[src/rtl/parser_match_arbiter.sv]
// Packet-atomic round-robin arbiter feeding the shared content-match engine.
// A granted lane keeps the engine until end-of-packet or a stall timeout.
module parser_match_arbiter #(
    parameter int NUM_REQ = 8,
    parameter int DATA_W  = 64,
    parameter int TIMEOUT = 1023,
    parameter int CNT_W   = 10
) (
    input  logic                      clk,
    input  logic                      rst,
    input  logic [NUM_REQ-1:0]        req_valid,
    input  logic [NUM_REQ-1:0]        req_sop,
    input  logic [NUM_REQ-1:0]        req_eop,
    input  logic [NUM_REQ*DATA_W-1:0] req_data,
    output logic [NUM_REQ-1:0]        req_ready,
    output logic                      out_valid,
    output logic [DATA_W-1:0]         out_data,
    output logic                      out_sop,
    output logic                      out_eop,
    output logic                      out_abort,
    output logic [3:0]                out_proto,
    input  logic                      out_ready,
    output logic [NUM_REQ-1:0]        grant,
    output logic [31:0]               pkt_cnt,
    output logic [15:0]               abort_cnt,
    output logic [15:0]               drop_cnt
);
    localparam int IDX_W = (NUM_REQ > 1) ? $clog2(NUM_REQ) : 1;

    typedef enum logic [1:0] {IDLE, STREAM, ABORT} state_t;

    state_t             state_q, state_d;
    logic [NUM_REQ-1:0] grant_q, grant_d;
    logic [IDX_W-1:0]   gidx_q, gidx_d;
    logic [IDX_W-1:0]   ptr_q, ptr_d;
    logic [CNT_W-1:0]   tmo_q, tmo_d;
    logic [31:0]        pkt_q, pkt_d;
    logic [15:0]        abort_q, abort_d;
    logic [15:0]        drop_q, drop_d;

    logic               cand_any;
    logic [IDX_W-1:0]   win_idx;
    logic               drop_any;
    logic [IDX_W-1:0]   drop_idx;
    logic               xfer;

    // Round-robin search starting just after the last winner.
    always_comb begin
        logic [NUM_REQ-1:0] cand;
        int j;
        cand     = req_valid & req_sop;
        cand_any = 1'b0;
        win_idx  = '0;
        j        = 0;
        for (int i = 1; i <= NUM_REQ; i++) begin
            j = int'(ptr_q) + i;
            if (j >= NUM_REQ) j = j - NUM_REQ;
            if (!cand_any && cand[j]) begin
                cand_any = 1'b1;
                win_idx  = IDX_W'(j);
            end
        end
    end

    always_comb begin
        logic [NUM_REQ-1:0] stray;
        stray    = req_valid & ~req_sop;
        drop_any = 1'b0;
        drop_idx = '0;
        for (int i = 0; i < NUM_REQ; i++) begin
            if (!drop_any && stray[i]) begin
                drop_any = 1'b1;
                drop_idx = IDX_W'(i);
            end
        end
    end

    always_comb begin
        req_ready = '0;
        out_valid = 1'b0;
        out_data  = '0;
        out_sop   = 1'b0;
        out_eop   = 1'b0;
        out_abort = 1'b0;
        out_proto = '0;
        unique case (state_q)
            IDLE: begin
                if (!cand_any && drop_any) req_ready[drop_idx] = 1'b1;
            end
            STREAM: begin
                out_valid         = req_valid[gidx_q];
                out_data          = req_data[int'(gidx_q)*DATA_W +: DATA_W];
                out_sop           = req_sop[gidx_q];
                out_eop           = req_eop[gidx_q];
                out_proto         = 4'(gidx_q);
                req_ready[gidx_q] = out_ready;
            end
            ABORT: begin
                out_valid = 1'b1;
                out_eop   = 1'b1;
                out_abort = 1'b1;
                out_proto = 4'(gidx_q);
            end
            default: ;
        endcase
    end

    assign xfer = req_valid[gidx_q] & out_ready;

    always_comb begin
        state_d = state_q;
        grant_d = grant_q;
        gidx_d  = gidx_q;
        ptr_d   = ptr_q;
        tmo_d   = tmo_q;
        pkt_d   = pkt_q;
        abort_d = abort_q;
        drop_d  = drop_q;
        unique case (state_q)
            IDLE: begin
                tmo_d = '0;
                if (cand_any) begin
                    grant_d          = '0;
                    grant_d[win_idx] = 1'b1;
                    gidx_d           = win_idx;
                    ptr_d            = win_idx;
                    state_d          = STREAM;
                end else if (drop_any && drop_q != 16'hffff) begin
                    drop_d = drop_q + 16'd1;
                end
            end
            STREAM: begin
                if (xfer) begin
                    tmo_d = '0;
                    if (req_eop[gidx_q]) begin
                        pkt_d   = pkt_q + 32'd1;
                        grant_d = '0;
                        state_d = IDLE;
                    end
                end else if (!req_valid[gidx_q]) begin
                    tmo_d = tmo_q + 1'b1;
                    if (int'(tmo_d) >= TIMEOUT) state_d = ABORT;
                end
            end
            ABORT: begin
                if (out_ready) begin
                    if (abort_q != 16'hffff) abort_d = abort_q + 16'd1;
                    grant_d = '0;
                    state_d = IDLE;
                end
            end
            default: state_d = IDLE;
        endcase
    end

    always_ff @(posedge clk) begin
        if (rst) begin
            state_q <= IDLE;
            grant_q <= '0;
            gidx_q  <= '0;
            ptr_q   <= IDX_W'(NUM_REQ - 1);
            tmo_q   <= '0;
            pkt_q   <= '0;
            abort_q <= '0;
            drop_q  <= '0;
        end else begin
            state_q <= state_d;
            grant_q <= grant_d;
            gidx_q  <= gidx_d;
            ptr_q   <= ptr_d;
            tmo_q   <= tmo_d;
            pkt_q   <= pkt_d;
            abort_q <= abort_d;
            drop_q  <= drop_d;
        end
    end

    assign grant     = grant_q;
    assign pkt_cnt   = pkt_q;
    assign abort_cnt = abort_q;
    assign drop_cnt  = drop_q;

endmodule

[config.mk]
export PLATFORM = sky130hd
export DESIGN_NAME = parser_match_arbiter
export DESIGN_NICKNAME = d
export VERILOG_FILES = /design/src/rtl/parser_match_arbiter.sv
export SDC_FILE = /design/constraint.sdc
export NUM_CORES = 1
export LEC_CHECK = 0
export CAP_MARGIN = 10
export CELL_PAD_IN_SITES_DETAIL_PLACEMENT = 1
export CELL_PAD_IN_SITES_GLOBAL_PLACEMENT = 1
export CORE_AREA = 2 2 267 269
export DETAILED_ROUTE_END_ITERATION = 8
export DIE_AREA = 0 0 269 271
export MAX_ROUTING_LAYER = met4
export PLACE_DENSITY_LB_ADDON = 0.12
export SETUP_SLACK_MARGIN = 0.5
export SYNTH_ARGS = -nofsm -noshare
export SYNTH_HDL_FRONTEND = slang
export SYNTH_SLANG_ARGS = --single-unit
[constraint.sdc]
create_clock -name clk -period 6.6 [get_ports clk]
set_input_delay 1.32 -clock clk [delete_from_list [all_inputs] [get_ports clk]]
set_output_delay 1.32 -clock clk [all_outputs]
set_load 0.1 [all_outputs]
Word-level counts from Yosys, hierarchy flattened. Cells that the tools add are included.

Add/subtract/negate cells: 20. $lt $le $gt $ge: 23. Equal/unequal tests: 11. Shift-type cells: 1. Muxes and demuxes: 98. Bitwise logic cells: 6. Reduce and logical (&&, ||, !) cells: 45.

Operators with widths (count): $shiftx 512x10->64 (1); $lt 32x5->1 const B (8); $mux 32 (8); $mux 64 (1); $mux 3 (15); $mux 1 (41); $mux 8 (5); $sub 4x4->5 const B (7); $bmux 1 s3 (11); $add 16x1->16 const B (2); $add 32x1->32 const B (1); $ne 16x16->1 const B (2); $ge 4x4->1 const B (7); $and 8x8->8 (3); $pmux 8 s3 (1); $mux 10 (2); $pmux 10 s2 (1); $logic_and 1x1->1 (19); $add 3x3->4 const B (4); $pmux 8 s2 (1); $logic_not 1->1 (15); $lt 3x4->1 const B (3); $mux 2 (6); $add 10x1->10 const B (1); 24 further kinds (39).

Register bits after elaboration: 90. Input bits: 539. Output and inout bits: 152.

Logic depth before layout (Yosys ltp). Gate-level depths: netlist (run 1).

Depth after elaboration: 34. Depth in mapped cells: 14. Mapped depth without buffers: 10.

Worst setup path after synthesis (run 1). OpenSTA, ideal clock, no wires.

Path kind: in2out. From: input port req_sop[3]. To: output port req_ready[6]. Arrival time: 5.565 ns. Required time: 5.280 ns. Setup slack: -0.285 ns. Stages on the path: 8. Path buffers: 1. Cell sequence: and2_1 mux4_2 a221oi_2 and4_1 and3_1 buf_2 nand2_1 o32ai_1.

Word-level cells in the longest chain between the ends: 30. Elaborated cells on any way between the ends: 77. Those cells by class: order compare: 2; mux: 46; bitwise: 3; reduce/logical: 26.

RTL lines: start: declaration (RTL line 12) `input logic [NUM_REQ-1:0] req_sop,`; $and 8x8->8 (RTL line 51) `cand = req_valid & req_sop;`; $bmux 1 s3 (RTL line 58) `if (!cand_any && cand[j]) begin`; $mux 1 (implied by the code) (2 in a row) (RTL line 58); $mux 1 (RTL line 58); $logic_not 1->1 (RTL line 58); $logic_and 1x1->1 (RTL line 58); $mux 1 (RTL line 58); $logic_not 1->1 (RTL line 58); [... 13 more ...]; $mux 1 (RTL line 58); $logic_not 1->1 (RTL line 58); $logic_and 1x1->1 (RTL line 58); $mux 1 (RTL line 58); $logic_not 1->1 (RTL line 88) `if (!cand_any && drop_any) req_ready[drop_idx] = 1'b1;`; $logic_and 1x1->1 (RTL line 88); $mux 8 (*) (RTL line 88); $pmux 8 s2 (*) (RTL line 86) `unique case (state_q)`; end: declaration (RTL line 15) `output logic [NUM_REQ-1:0] req_ready,`.

Mark *: on every way between the ends. The rest lies on a longest branch, timed or not. The select of a mux whose other input is x is not followed.

Final worst setup path (run 1).
From: input port req_sop[6]. To: output port req_ready[6].

The elaborated chain is that of the path after synthesis.

==> results.tsv, run 1 <==
metric	value	unit
hold path start	grant[3]	
setup TNS	0	ns
R2R Path End	grant[5]	
Mapped Area	0.00977	mm²
Worst Hold Path Cells	1	
CTS tree	done	
num ports	691	
postcts setup bufs	0	
total CTS buffers	9	
CP Data Required Time	5.28	ns
Initial DRC Count	550	
Critical Path End Type	primary output	
Slew Limit Headroom	22.3	%
Tightest Hold Check Type	reg2reg	
Max-Cap Viols	0	
Sink Count	90	
1st-pass router iterations	4	
# setup viols final	0	
Peak Freq	170	MHz
Worst Path Arrival	4.56	ns
Tot Pwr	5920	µW
critical path type	in2out	
Placed Cells	2548	
share of layout cells above drive strength 1	13.1	%
P per Cell Area	325	mW/mm²
Final Hold Viols	0	
count leader, synth	mux4_2	
Synth area leader	mux4_2	
Mapped Cells	979	
post-route ant nets	0	
Slew Viols, Final	0	
routed vias	11400	
first-pass GRT wire length	102000	µm
estimated wirelength of the detail-placed design	65500	µm
Root Buffer	clkbuf_16	
port bufs	689	
CTS H-tree depth	3	
Initial Util	14.0	%
Netlist cell types	69	
Worst Hold Slack	0.472	ns
routability cong.	0.877	
post-synth top area share	33.0	%
clk slew on worst S/H paths	0.07	ns
worst hold endpoint	grant[3]	
FILL cells	7967	
initial antenna violation count	91	
Final nets	2169	
worst skew pair latency	0.37	ns
post-layout min period	5.88	ns
Avg WL per Cell	29.1	µm
fraction of the cycle the final worst path needs	89.1	%
Synth area leaders	mux4_2 (33%), dfxtp_1 (18%), mux2i_1 (7.6%)	
RSZ-0062 raised after global routing	true	
Slew @ Worst Pin	1.16	ns
pin count of the biggest net entering global routing	78	
reg-to-reg slack, setup	2.14	ns
core area	0.0698	mm²
maximum vdd drop	0.159	mV
register area share after synthesis	18.4	%
Crit Path Max Fanout	8	
asr flop ratio synth	0	%
via/cell ratio	4.35	
R2R Path Start	ptr_q[1]	
Overall Global Routing Usage	20.8	%
Remaining DRCs	0	
Mean Syn Cell Area	9.98	µm²
clk buf depth	2	
vias in the first global route	12100	
leakage	0.00584	µW
Final Skew	0.00925	ns
GRT overflow	0	
status	finished, final reports clean	
FF-to-FF path depth	11	
routed wire length	76400	µm
Syn. warnings	0	
Die ar.	0.0729	mm²
area delta synth->final	86.7	%
Die Y	271	µm
Site Rows	97	
commonest cells in the netlist	mux4_2 (143), dfxtp_1 (90), nor2_1 (78), nor2b_1 (76), mux2i_1 (74)	
Critical Path Source Type	primary input	
final std cells w/o fill	2629	
Die Wd	269	µm
ys flop type	dfxtp_1	
Syn Nets	1529	
EDFF count, synth	0	
number of synthesized register bits	90	
[metrics by stage]
stage | instance area [µm²] | setup WS, ns | utilization (%)
finish | 18200 | 0.718 | 26.1
global route | 18200 | 0.500 | 26.1
CTS | 18100 | 0.617 | 25.9
detailed placement | 17800 | 0.435 | 25.5
global placement | 17800 | 0.419 | 25.5
floorplan | 9780 | 0.517 | -
[state kept, by name (all words and copies together), names as in the netlist]
name       count
abort_cnt     16
drop_cnt      16
gidx_q         3
grant          8
pkt_cnt       32
ptr_q          3
state_q        2
tmo_q         10
[where the power goes]
group          total, µW  leakage, µW  switching [µW]  internal [µW]
clock network        544     0.000144             248            296
registers            738     0.000729             145            592
logic               4640      0.00497            2910           1730
[timing repair]
action / 4_1_cts / 5_1_grt
hold buffers: 0 / 0
pin swaps: 0 / 0
cloned: 0 / 0
endpoints found under the setup margin: 3 / 3
gates resized for setup: 1 / 1
[metal layers]
layer	routed length (µm)	track usage [%]	vias to the layer above
li1	-	-	5182
met1	28700	21.9	5712
met2	37700	33.7	482
met3	8580	9.90	70
met4	1430	7.87	0
met5	0	-	-
[cell usage in the layout, fill, tap and decap left out, drive strengths merged, types with 4 or more instances in the layout]
cell	n
o32ai	6
mux4	144
xnor2	19
a21oi	44
diode	65
nand3	35
and2	18
inv	19
o22ai	5
clkdlybuf4s50	674
xor2	34
and3	18
nand3b	4
and4	7
mux2i	74
nor4	6
clkbuf	10
nand4	26
or3	20
nand4b	6
dfxtp	90
nand2b	6
nand2	44
a21boi	6
nor2	78
nor3	11
or2	4
ha	11
nor2b	76
o211ai	4
a32o	8
o21ai	36
buf	32
[critical path, cell delays in order]
cell and delay (ns):
clkdlybuf4s50_1 0.53, and2_1 0.25, mux4_2 0.53, a221oi_2 0.56, and4_1 0.35, and3_1 0.21, nand2_1 0.19, o32ai_2 0.37
buf_12 0.22
[cell families (layout without fill, tap and decap cells)]
group                      Yosys count  after routing  synth area share (%)
and+or+nand+nor                    368            368                  20.7
DFF                                 90             90                  18.4
other                                1             66                0.0384
buffers and inverters               95            740                  4.06
adders and majority gates           11             11                  1.41
muxes                              221            221                  41.2
xor gates and xnor gates            53             53                  4.75
AOI/OAI and AO/OA                  140            140                  9.44
[worst max-delay path by stage]
stage          slack (ns)    startpoint  depth (start not counted)            to
6_report             0.72    req_sop[6]                          9  req_ready[6]
3_3_place_gp         0.42  req_valid[0]                         10  req_ready[3]
3_5_place_dp         0.43  req_valid[0]                         10  req_ready[3]
5_1_grt              0.50    req_sop[7]                          9  req_ready[6]
2_1_floorplan        0.52    req_sop[3]                          8  req_ready[2]
4_1_cts              0.62    req_sop[0]                         10  req_ready[1]
[layout make-up]
class / count / area, µm² / area share [%]
Antenna cell: 65 / 163 / 0.892
Clock buffer: 10 / 229 / 1.26
Clock inverter: 6 / 65.1 / 0.357
Inverter: 18 / 67.6 / 0.370
Multi-Input combinational cell: 794 / 7600 / 41.7
Sequential cell: 90 / 1810 / 9.94
Tap cell: 940 / 1180 / 6.45
Timing Repair Buffer: 706 / 7120 / 39.0
Note: power is estimated with default switching activity, not from simulation.
==> run 2, diff against run 1 <==
CORE_AREA = 2 2 270 272   (was 2 2 267 269)
CTS_BUF_LIST = sky130_fd_sc_hd__clkbuf_2   (was not set)
DIE_AREA = 0 0 272 274   (was 0 0 269 271)
==> run 2 against run 1 <==
  * Cell area fell by 0.75%
  * Maximum frequency fell by 1.2%
  * First-iteration DRC count fell by 2.7%
  * Via count rose by 0.67%
  * Die area rose by 2.2%
  * Flip-flop and latch count did not move
  * Sequential power rose by 6.0%
  * Clock skew rose by 0.038 ns
  * Clock power fell by 47%
  * Routed wire length fell by 1.8%
  * Utilization fell by 0.98 points
  * Total power fell by 4.5%
  * Critical path type unchanged
==> results.tsv, run 2 (synthesis gave the netlist of run 1 again) <==
metric	value	unit	change
CTS tree	done		unchanged
Crit Path Max Fanout	6		was 8
Critical Path, Cell by Cell	clkdlybuf4s50_1 -> nor2b_1 -> nor4_2 -> nand2_1 -> nor4b_1 -> buf_4 -> a311oi_1 -> or2_2 -> o22ai_1 -> buf_12		was clkdlybuf4s50_1 -> and2_1 -> mux4_2 -> a221oi_2 -> and4_1 -> and3_1 -> nand2_1 -> o32ai_2 -> buf_12
GRT overflow	0		unchanged
share of layout cells above drive strength 1	12.9	%	was 13.1%
sequential share of power	13.8	%	was 12.5%
vias in the first global route	12000		was 12100
commonest non-fill, non-tap cell in the layout	clkdlybuf4s50_1		unchanged
Switching Share	57.5	%	was 55.8%
Avg WL per Cell	28.4	µm	was 29.1 µm
status	finished, final reports clean		unchanged
Slew Limit Headroom	23.9	%	was 22.3%
initial antenna violation count	82		was 91
Remaining DRCs	0		unchanged
Post-CTS Resized	1		unchanged
Overall Global Routing Usage	19.8	%	was 20.8%
Peak Freq	168	MHz	was 170 MHz
maximum vdd drop	0.152	mV	was 0.159 mV
CP Data Required Time	5.28	ns	about the same
port bufs	689		unchanged
Slew @ Worst Pin	1.14	ns	was 1.16 ns
Sink Count	90		unchanged
Final Skew	0.0468	ns	was 0.00925 ns
fin util	25.2	%	was 26.1%
core area	0.0720	mm²	was 0.0698 mm²
Comb power frac	81.1	%	was 78.3%
total CTS buffers	9		unchanged
Tot Pwr	5660	µW	was 5920 µW
FILL cells	8191		was 7967
Critical Path Source Type	primary input		unchanged
setup TNS	0	ns	unchanged
Final Hold Viols	0		unchanged
CTS H-tree depth	3		unchanged
# setup viols final	0		unchanged
Initial DRC Count	535		was 550
routed wire length	75100	µm	was 76400 µm
max reg flops	32		unchanged
critical path type	in2out		unchanged
RSZ-0062 raised after global routing	false		was true
placed inst area	0.0178	mm²	about the same
Worst Path Arrival	4.63	ns	was 4.56 ns
Post-Layout Inst Area	0.0181	mm²	was 0.0182 mm²
clk slew on worst S/H paths	0.32	ns	was 0.07 ns
max incr delay on CP	0.61	ns	was 0.56 ns
Die Wd	272	µm	was 269 µm
routed wl met2	37400	µm	was 37700 µm
Initial Util	13.6	%	was 14.0%
post-route ant nets	0		unchanged
Max-Cap Viols	0		unchanged
clk buf depth	2		unchanged
Top Layer Used	met4		unchanged
WL met1	29100	µm	was 28700 µm
Net Switching	3250	µW	was 3300 µW
fraction of the cycle the final worst path needs	90.2	%	was 89.1%
Critical Path End Type	primary output		unchanged
Tightest Hold Check Type	reg2reg		unchanged
pin count of the biggest net entering global routing	73		was 78
worst skew pair latency	0.67	ns	was 0.37 ns
CP max-delay cell	clkdlybuf4s50_1		was a221oi_2
first-pass GRT wire length	99900	µm	was 102000 µm
DP Worst Slack	0.482	ns	was 0.435 ns
Die ar.	0.0745	mm²	was 0.0729 mm²
Site Rows	99		was 97
Die Y	274	µm	was 271 µm
P per Cell Area	312	mW/mm²	was 325 mW/mm²
leakage	0.00577	µW	was 0.00584 µW
cts hold-fix bufs	0		unchanged
estimated wirelength of the detail-placed design	64400	µm	was 65500 µm
via/cell ratio	4.36		was 4.35
final worst setup slack	0.646	ns	was 0.718 ns
routed vias	11500		was 11400
num ports	691		unchanged
1st-pass router iterations	5		was 4
commonest cells after routing, fill and taps aside	clkdlybuf4s50_1 (678), mux4_2 (143), dfxtp_1 (86)		was clkdlybuf4s50_1 (674), mux4_2 (143), dfxtp_1 (87)
met3 WL	7460	µm	was 8580 µm
Int Power	2400	µW	was 2620 µW
Clock power frac	5.1	%	was 9.2%
post-layout min period	5.95	ns	was 5.88 ns
Final nets	2171		was 2169
Root Buffer	clkbuf_2		was clkbuf_16
Slew Viols, Final	0		unchanged
postcts setup bufs	0		unchanged
area delta synth->final	85.3	%	was 86.7%
routability cong.	0.975		was 0.877
-- run 2: cell count changes in the layout (fill, tap and decap cells not counted), sizes merged, moves of 2 or more --
cell,change
inv,+2
diode,-6
clkdlybuf4s50,+4
buf,-2
-- run 2: final cells by class --
cell class	instances	area, µm²	share of cell area, %
multi-input combinational	794	7610	42.0
sequential	90	1810	10.0
antenna	59	148	0.816
tap	959	1200	6.63
inverter	18	67.6	0.373
timing repair buffer	708	7160	39.6
clock inverter	7	58.8	0.325
clock buffer	9	45.0	0.249
-- run 2: routing by layer --
| layer | global-route usage, % | up-vias |
|---|---|---|
| met1 | 21.7 | 5811 |
| met3 | 8.54 | 58 |
| li1 | - | 5179 |
| met2 | 33.7 | 475 |
| met5 | - | - |
| met4 | 3.64 | 0 |
-- run 2: worst max-delay path, delay by kind of cell --
kind,cells,cell delay (ns)
compound gates,2,0.36
simple gates,5,1.88
buf+inv,3,1.05
-- run 2: path summary, 6_finish.rpt --
path | endpoint | slack (ns) | cells after the start | startpoint
max | req_ready[3] | 0.65 | 10 | req_sop[0]
min | grant[6] | 0.52 | 1 | grant[6]
max reg2reg | grant[5] | 2.42 | 10 | ptr_q[1]
min reg2reg | grant[6] | 0.52 | 1 | grant[6]
-- run 2: stage by stage --
step | std cells | hold slack [ns]
floorplan | 979 | 0.458
global placement | 2569 | 0.457
detailed placement | 2569 | 0.467
CTS | 2585 | 0.526
global route | 2635 | 0.534
finish | 2644 | 0.517
-- run 2: power by group through the flow --
stage / clock (µW) / sequential [µW] / combinational (µW)
3_5_place_dp: 0 / 803 / 4620
6_report: 288 / 782 / 4590
5_1_grt: 334 / 801 / 4840
2_1_floorplan: 0 / 808 / 3180
4_1_cts: 321 / 793 / 4630
3_3_place_gp: 0 / 796 / 4620
